$ cat config.mk
export PLATFORM = sky130hd
export DESIGN_NAME = stream_scoreboard
export DESIGN_NICKNAME = d
export VERILOG_FILES = /design/src/rtl/stream_scoreboard.sv
export SDC_FILE = /design/constraint.sdc
export NUM_CORES = 1
export LEC_CHECK = 0
export ABC_AREA = 1
export CAP_MARGIN = 30
export CORE_MARGIN = 4
export CORE_UTILIZATION = 57
export DETAILED_ROUTE_END_ITERATION = 16
export PLACE_DENSITY_LB_ADDON = 0.05
export SYNTH_ARGS = -nofsm -noshare
export SYNTH_HDL_FRONTEND = slang
export SYNTH_SLANG_ARGS = --single-unit
$ cat constraint.sdc
create_clock -name clk -period 4 [get_ports clk]
set_clock_uncertainty 0.2 [all_clocks]
set_input_delay 1 -clock clk [delete_from_list [all_inputs] [get_ports clk]]
set_output_delay 1 -clock clk [all_outputs]
set_load 0.02 [all_outputs]
$ cat src/rtl/stream_scoreboard.sv
// stream_scoreboard
//   In-order scoreboard for the parallel-to-serial path. Expected words are
//   queued in an internal FIFO and compared on the fly against actual words
//   from the serial side under a per-bit mask. Keeps running match/error/item
//   counts, captures the first error, raises sticky protocol flags, runs a
//   watchdog and gives a done/pass verdict.
//
// Ports
//   clk, rst_n            clock (rising edge), synchronous active-low reset
//   start, num_items      arm a run in IDLE/DONE; item count latched on start
//   cmp_mask              1 = bit compared (static during a run)
//   exp_valid/data/ready  expected-word push side (ready only in RUN)
//   act_valid/data        actual-word beats, no backpressure
//   busy, done, pass      state RUN, state DONE, verdict valid while done
//   err_pulse             one-cycle pulse per mismatch or underflow
//   match_cnt, error_cnt, item_cnt       running counters
//   first_err_idx/exp/act/vld            first-error capture
//   overflow, underflow, timeout         sticky flags
//
// state  | meaning
// -------+---------------------------------------------------------------
// S_IDLE | after reset; waits for start, ignores both streams
// S_RUN  | FIFO accepts expected words, act beats are checked
// S_DONE | run finished (item count reached or watchdog); verdict held
`timescale 1ns/1ps
module stream_scoreboard #(
   parameter int DATA_W  = 8,
   parameter int DEPTH   = 16,
   parameter int CNT_W   = 16,
   parameter int TIMEOUT = 1024
) (
   input  logic              clk,
   input  logic              rst_n,
   input  logic              start,
   input  logic [CNT_W-1:0]  num_items,
   input  logic [DATA_W-1:0] cmp_mask,
   input  logic              exp_valid,
   input  logic [DATA_W-1:0] exp_data,
   output logic              exp_ready,
   input  logic              act_valid,
   input  logic [DATA_W-1:0] act_data,
   output logic              busy,
   output logic              done,
   output logic              pass,
   output logic              err_pulse,
   output logic [CNT_W-1:0]  match_cnt,
   output logic [CNT_W-1:0]  error_cnt,
   output logic [CNT_W-1:0]  item_cnt,
   output logic [CNT_W-1:0]  first_err_idx,
   output logic [DATA_W-1:0] first_err_exp,
   output logic [DATA_W-1:0] first_err_act,
   output logic              first_err_vld,
   output logic              overflow,
   output logic              underflow,
   output logic              timeout
);

   localparam int AW    = $clog2(DEPTH);
   localparam int WD_W  = (TIMEOUT > 1) ? $clog2(TIMEOUT) : 1;
   localparam bit WD_EN = (TIMEOUT > 0);
   localparam logic [WD_W-1:0] WD_LOAD = WD_W'((TIMEOUT > 0) ? TIMEOUT - 1 : 0);

   typedef enum logic [1:0] {S_IDLE, S_RUN, S_DONE} state_t;

   state_t              state_q;
   logic [DATA_W-1:0]   mem_q [DEPTH];
   logic [AW:0]         wr_ptr_q, rd_ptr_q;
   logic [AW:0]         wr_ptr_d, rd_ptr_d;
   logic [CNT_W-1:0]    num_q;
   logic [CNT_W-1:0]    item_cnt_q, match_cnt_q, error_cnt_q;
   logic [CNT_W-1:0]    first_err_idx_q;
   logic [DATA_W-1:0]   first_err_exp_q, first_err_act_q;
   logic                first_err_vld_q;
   logic                overflow_q, underflow_q, timeout_q;
   logic                pass_q, err_pulse_q;
   logic [WD_W-1:0]     wdog_q;

   logic                run, empty, full;
   logic [DATA_W-1:0]   head;
   logic                beat, pop, push, ovf_ev, mismatch, err_ev;
   logic                wd_expire, items_done, pass_next;

   assign run   = (state_q == S_RUN);
   assign empty = (wr_ptr_q == rd_ptr_q);
   assign full  = (wr_ptr_q[AW] != rd_ptr_q[AW]) &&
                  (wr_ptr_q[AW-1:0] == rd_ptr_q[AW-1:0]);
   assign head  = mem_q[rd_ptr_q[AW-1:0]];

   assign beat      = run && act_valid;
   assign pop       = beat && !empty;
   // A pop in the same cycle frees a slot, so a push against a full FIFO is
   // still taken even though exp_ready is low.
   assign push      = run && exp_valid && (!full || pop);
   assign ovf_ev    = run && exp_valid && full && !pop;
   assign mismatch  = |((act_data ^ head) & cmp_mask);
   assign err_ev    = beat && (empty || mismatch);
   assign wd_expire = WD_EN && run && !beat && (wdog_q == '0);
   assign items_done = run && (item_cnt_q == num_q);

   assign wr_ptr_d = wr_ptr_q + {{AW{1'b0}}, push};
   assign rd_ptr_d = rd_ptr_q + {{AW{1'b0}}, pop};

   // Verdict sampled from the state as it will stand after this cycle.
   assign pass_next = (error_cnt_q == '0) && !err_ev &&
                      !overflow_q && !ovf_ev &&
                      !timeout_q && !wd_expire &&
                      (wr_ptr_d == rd_ptr_d);

   always_ff @(posedge clk) begin
      if (push) begin
         mem_q[wr_ptr_q[AW-1:0]] <= exp_data;
      end
   end

   always_ff @(posedge clk) begin
      if (!rst_n) begin
         state_q         <= S_IDLE;
         wr_ptr_q        <= '0;
         rd_ptr_q        <= '0;
         num_q           <= '0;
         item_cnt_q      <= '0;
         match_cnt_q     <= '0;
         error_cnt_q     <= '0;
         first_err_idx_q <= '0;
         first_err_exp_q <= '0;
         first_err_act_q <= '0;
         first_err_vld_q <= 1'b0;
         overflow_q      <= 1'b0;
         underflow_q     <= 1'b0;
         timeout_q       <= 1'b0;
         pass_q          <= 1'b0;
         err_pulse_q     <= 1'b0;
         wdog_q          <= '0;
      end else begin
         err_pulse_q <= err_ev;
         case (state_q)
            S_IDLE, S_DONE: begin
               if (start) begin
                  wr_ptr_q        <= '0;
                  rd_ptr_q        <= '0;
                  num_q           <= num_items;
                  item_cnt_q      <= '0;
                  match_cnt_q     <= '0;
                  error_cnt_q     <= '0;
                  first_err_idx_q <= '0;
                  first_err_exp_q <= '0;
                  first_err_act_q <= '0;
                  first_err_vld_q <= 1'b0;
                  overflow_q      <= 1'b0;
                  underflow_q     <= 1'b0;
                  timeout_q       <= 1'b0;
                  wdog_q          <= WD_LOAD;
                  // An empty run has nothing to check and passes at once.
                  if (num_items == '0) begin
                     state_q <= S_DONE;
                     pass_q  <= 1'b1;
                  end else begin
                     state_q <= S_RUN;
                     pass_q  <= 1'b0;
                  end
               end
            end
            S_RUN: begin
               wr_ptr_q <= wr_ptr_d;
               rd_ptr_q <= rd_ptr_d;
               if (beat) begin
                  item_cnt_q <= item_cnt_q + CNT_W'(1);
                  wdog_q     <= WD_LOAD;
               end else if (WD_EN && wdog_q != '0) begin
                  wdog_q <= wdog_q - WD_W'(1);
               end
               if (pop && !mismatch) begin
                  match_cnt_q <= match_cnt_q + CNT_W'(1);
               end
               if (err_ev) begin
                  if (error_cnt_q != '1) begin
                     error_cnt_q <= error_cnt_q + CNT_W'(1);
                  end
                  if (!first_err_vld_q) begin
                     first_err_vld_q <= 1'b1;
                     first_err_idx_q <= item_cnt_q;
                     first_err_exp_q <= empty ? '0 : head;
                     first_err_act_q <= act_data;
                  end
               end
               if (ovf_ev) begin
                  overflow_q <= 1'b1;
               end
               if (beat && empty) begin
                  underflow_q <= 1'b1;
               end
               if (wd_expire) begin
                  timeout_q <= 1'b1;
               end
               if (items_done || wd_expire) begin
                  state_q <= S_DONE;
                  pass_q  <= pass_next;
               end
            end
            default: state_q <= S_IDLE;
         endcase
      end
   end

   assign exp_ready     = run && !full;
   assign busy          = run;
   assign done          = (state_q == S_DONE);
   assign pass          = pass_q;
   assign err_pulse     = err_pulse_q;
   assign match_cnt     = match_cnt_q;
   assign error_cnt     = error_cnt_q;
   assign item_cnt      = item_cnt_q;
   assign first_err_idx = first_err_idx_q;
   assign first_err_exp = first_err_exp_q;
   assign first_err_act = first_err_act_q;
   assign first_err_vld = first_err_vld_q;
   assign overflow      = overflow_q;
   assign underflow     = underflow_q;
   assign timeout       = timeout_q;

endmodule

Word-level counts from Yosys, hierarchy flattened
Memory sizes are Yosys's and may differ from the RTL's. A register that Yosys moved wholly into a read port is not among the register bits.
Index checks and enable logic that the tools add are counted.
Widths: inputs -> output; s select.

storage, ports and cells
  register bits after elaboration = 124
  memory bits (writable) = 128
  input bits = 45
  output and inout bits = 89
  logic and storage cells = 146
  memories kept = 1

memories
  memory  depth  bits a word  read ports  clocked after memory_dff  wr ports  line  RTL
  mem_q   16     8            1           1                         1         66    logic [DATA_W-1:0] mem_q [DEPTH];

operators by class
  add/subtract/negate cells = 6
  equality and inequality tests = 19
  multiplexer cells = 47
  bitwise logic cells = 2
  reductions and logical operators = 54

operators by type and width
  kind                   number
  $pmux 16 s2            4
  $mux 16                7
  $add 16x1->16 const B  3
  $mux 8                 6
  $logic_not 16->1       2
  $pmux 8 s2             2
  $mux 10                3
  $reduce_and 3->1       8
  $logic_and 1x1->1      20
  $pmux 10 s2            1
  $pmux 5 s2             2
  $eq 16x16->1           1
  $ne 16x16->1 const B   1
  $ne 2x1->1 const B     8
  $add 5x1->5            2
  $eq 5x5->1             2
  $logic_not 1->1        10
  $logic_not 10->1       1
  $mux 1                 10
  $pmux 1 s2             5
  $reduce_bool 10->1     1
  $sub 10x1->10 const B  1
  $and 8x8->8            1
  $mux 4                 2
  17 further kinds       25

Logic depth before layout (Yosys ltp)
  word-level depth = 14
  depth in mapped cells = 20
  depth with buffers taken out = 19

Worst setup path after synthesis
No wires, ideal clock.

  path kind = input -> register
  from = input act_valid
  to = register pass_q (netlist: pass)
  library setup time = 0.070 ns
  data arrival time = 2.802 ns
  required time = 3.730 ns
  path slack = 0.928 ns
  cell stages on the path = 16
  buffers on the path = 0
  cell sequence = nand2_1 clkinv_1 nor2_1 nor2_1 ha_1 ha_1 inv_1 nand2_1 o21ai_0 a21oi_1 o2111ai_1 nor4_1 nand3_1 nor2_1 nand2_1 a21oi_1

on the way
  longest elaborated chain between the ends = 11
  elaborated cells between the ends (all ways) = 27
  those cells by class = add/sub: 2; eq/ne: 2; mux: 2; reduce/logical: 21

ends and longest elaborated chain
  element                                               line  RTL
  start, declared                                       40    input logic act_valid,
  $logic_and 1x1->1 *                                   89    assign beat = run && act_valid;
  branches (longest 10 deep; another with $add 5x1->5)  --
  end signal, assigned                                  197   pass_q <= pass_next;
  end, declared                                         75    logic pass_q, err_pulse_q;

Every way passes the cells marked *. The select of a mux whose other input is x is not followed.
A chain may end at the register's enable or synchronous reset.

==> metrics.txt <==
gate count of the mapped netlist ~1.5k; placer congestion estimate 0.902; MaxCap Viol Count 0; row count 52; Die Width 152 um; drt pass-1 iters 5; sequential share of the synthesized area between 50% and 60%; run status completed; leakage power 5.65 nW; area of the mapped netlist 0.0119 mm^2; Util after Layout 70.5%; post-layout min period 3.53 ns; final instance area 0.0144 mm^2; Setup Buffers After CTS 0; Nets approximately 1.6k; clock-pin slew on the worst setup and hold paths roughly 0.06 ns; final setup fails 0; GRT overflow 0; overall routed net length 30400 um; clk root buf clkbuf_16; Initial Util 58.4%; RSZ-0062 raised after global routing no; Antenna Violating Nets Remaining 0; period utilization between 80% and 90%; crit path kind reg2reg; Final Max Tran Viols 0; syn_nets 1507; number of buffers and inverters on the critical path 3; Yosys cell types 36; PortBufs 133; Peak Freq 283 MHz; top cells by count, synth nand2_1, nand3_1, nor2_1; largest net degree at the start of global routing 67; post-synthesis register bit count around 260; worst-path cell chain inv_2, buf_12, nand2_1, nand2_1, nand2_1, nand3_1, nand3_1, nand2_1, nand2_1, nand3_1, nand2_1, nor2_1, nand3_1, nand2_1, clkinv_1, a21oi_1, nor2_1; # resized after CTS 0; number of flops mapped to enable cells by yosys 128; Slowest Stage Delay on Critical Path 0.35 ns; CP delay by family, top simple AND/OR/NAND/NOR gates; Core Footprint 0.0204 mm^2; Max Root-Sink Buffers 3; vias in the first global route ~9.3k; # diodes 0; area delta synth->final 20.7%; first-pass GRT wire length 49200 um; final setup TNS 0 ns; Worst Path Arrival 3.74 ns; Post-synth ARST share 0%; ranking of synthesized cells by area edfxtp_1, dfxtp_1, nand2_1; DRC errors left 0; DIE HEIGHT roughly 150 um; top-count cell post-synth nand2_1; pwr dens around 410 mW/mm^2; Yosys top cell area share 32.3%; CTS tree built; die area 0.0232 mm^2; Ports 134; top cell type by total area after synthesis edfxtp_1; gr usage total 25.6%; 1st-iter DRT viols 687; routed len/inst 16.3 um; hpwl dp 20600 um; Tightest Pin Transition 0.787 ns; Syn. warnings 0; CTS sink cnt 256; Place WS 0.306 ns; Vias around 10k; critical path peak fanout 24; crit-path most repeated cell nand2_1; Primary FF master, synth edfxtp_1; share of layout cells above drive strength 1 5.13%; Setup crit end kind flop; WP data required 4.21 ns; initial antenna violation count 0; Avg Inst Size Synth 8.18 um^2; H-tree levels 1; DR vias/cell 5.46; Placed Area 0.0135 mm^2; Num CTS Buffers 27; Final Hold Viols 0; CP Launch Type flop; Slew headroom 47.4%; CTS Hold Bufs 0; Clk Latency, worst-skew pair between 0.5 and 0.6 ns; slowest cell on the critical path clkinv_1; Hold Path Class reg2reg; Final WS setup 0.470 ns; worst vdd ir 0.366 mV
==> per-stage QoR <==
step	hold slack (ns)	power (mW)	instances
2_1_floorplan	0.261	3.29	1453
3_3_place_gp	0.259	3.52	1819
3_5_place_dp	0.267	3.53	1819
4_1_cts	0.284	5.93	1868
5_1_grt	0.300	6.13	1868
6_report	0.278	5.90	1868
==> logic make-up after synthesis <==
family	share of synthesized area [%]
buf+inv	7.23
compound gates	7.25
fa+ha+maj	0.947
xor+xnor	3.54
flops	53.9
simple gates	27.1
==> final cells by class <==
class,instances,area (um^2)
Inverter,139,522
Sequential cell,256,6410
Timing Repair Buffer,162,1590
Clock inverter,21,181
Multi-Input combinational cell,992,4630
Fill cell,1696,6010
Tap cell,270,338
Clock buffer,28,679
==> power by group <==
part	switching, mW	internal, mW	total [mW]
logic	0.365	0.238	0.603
clock network	1.00	1.42	2.42
registers	0.0518	2.83	2.88
==> registers in the layout, summed over array words and instances (netlist names), 5 cells and up, named ones only <==
signal	cells
mem_q	128
error_cnt	16
first_err_idx	16
item_cnt	16
match_cnt	16
num_q	16
wdog_q	10
first_err_act	8
first_err_exp	8
rd_ptr_q	5
wr_ptr_q	5
==> tightest hold or removal path: stages, from the launching register on <==
cell     delay (ns)
dfxtp_1        0.33
a21oi_1        0.04
nor2_1         0.08
==> path summary, 6_finish.rpt <==
| path | from | slack [ns] | end | cells after the start |
|---|---|---|---|---|
| worst min-delay path | first_err_act[5]$_SDFFE_PN0P_ | 0.28 | first_err_act[5]$_SDFFE_PN0P_ | 2 |
| worst min register to register | first_err_act[5]$_SDFFE_PN0P_ | 0.28 | first_err_act[5]$_SDFFE_PN0P_ | 2 |
| worst max register to register | flop | 0.47 | match_cnt[1]$_SDFFE_PN0P_ | 17 |
| worst max-delay path | flop | 0.47 | match_cnt[1]$_SDFFE_PN0P_ | 17 |
==> per-layer routing <==
| layer | routed length [um] | global-route usage, % |
|---|---|---|
| met5 | 0 | 0 |
| met3 | 2330 | 4.37 |
| met2 | 13800 | 40.1 |
| met1 | 13700 | 37.6 |
| met4 | 545 | 5.61 |
==> cell usage in the layout, fill, tap and decap left out, types with 27 or more instances in the layout <==
cell               n
a21oi_1          114
clkbuf_16         27
clkdlybuf4s50_1  132
dfxtp_1          127
edfxtp_1         128
inv_1            133
nand2_1          394
nand3_1          171
nor2_1           137
nor3_1            27
o21ai_0           37
xor2_1            34
No activity file was read; power rests on OpenSTA's default activity.
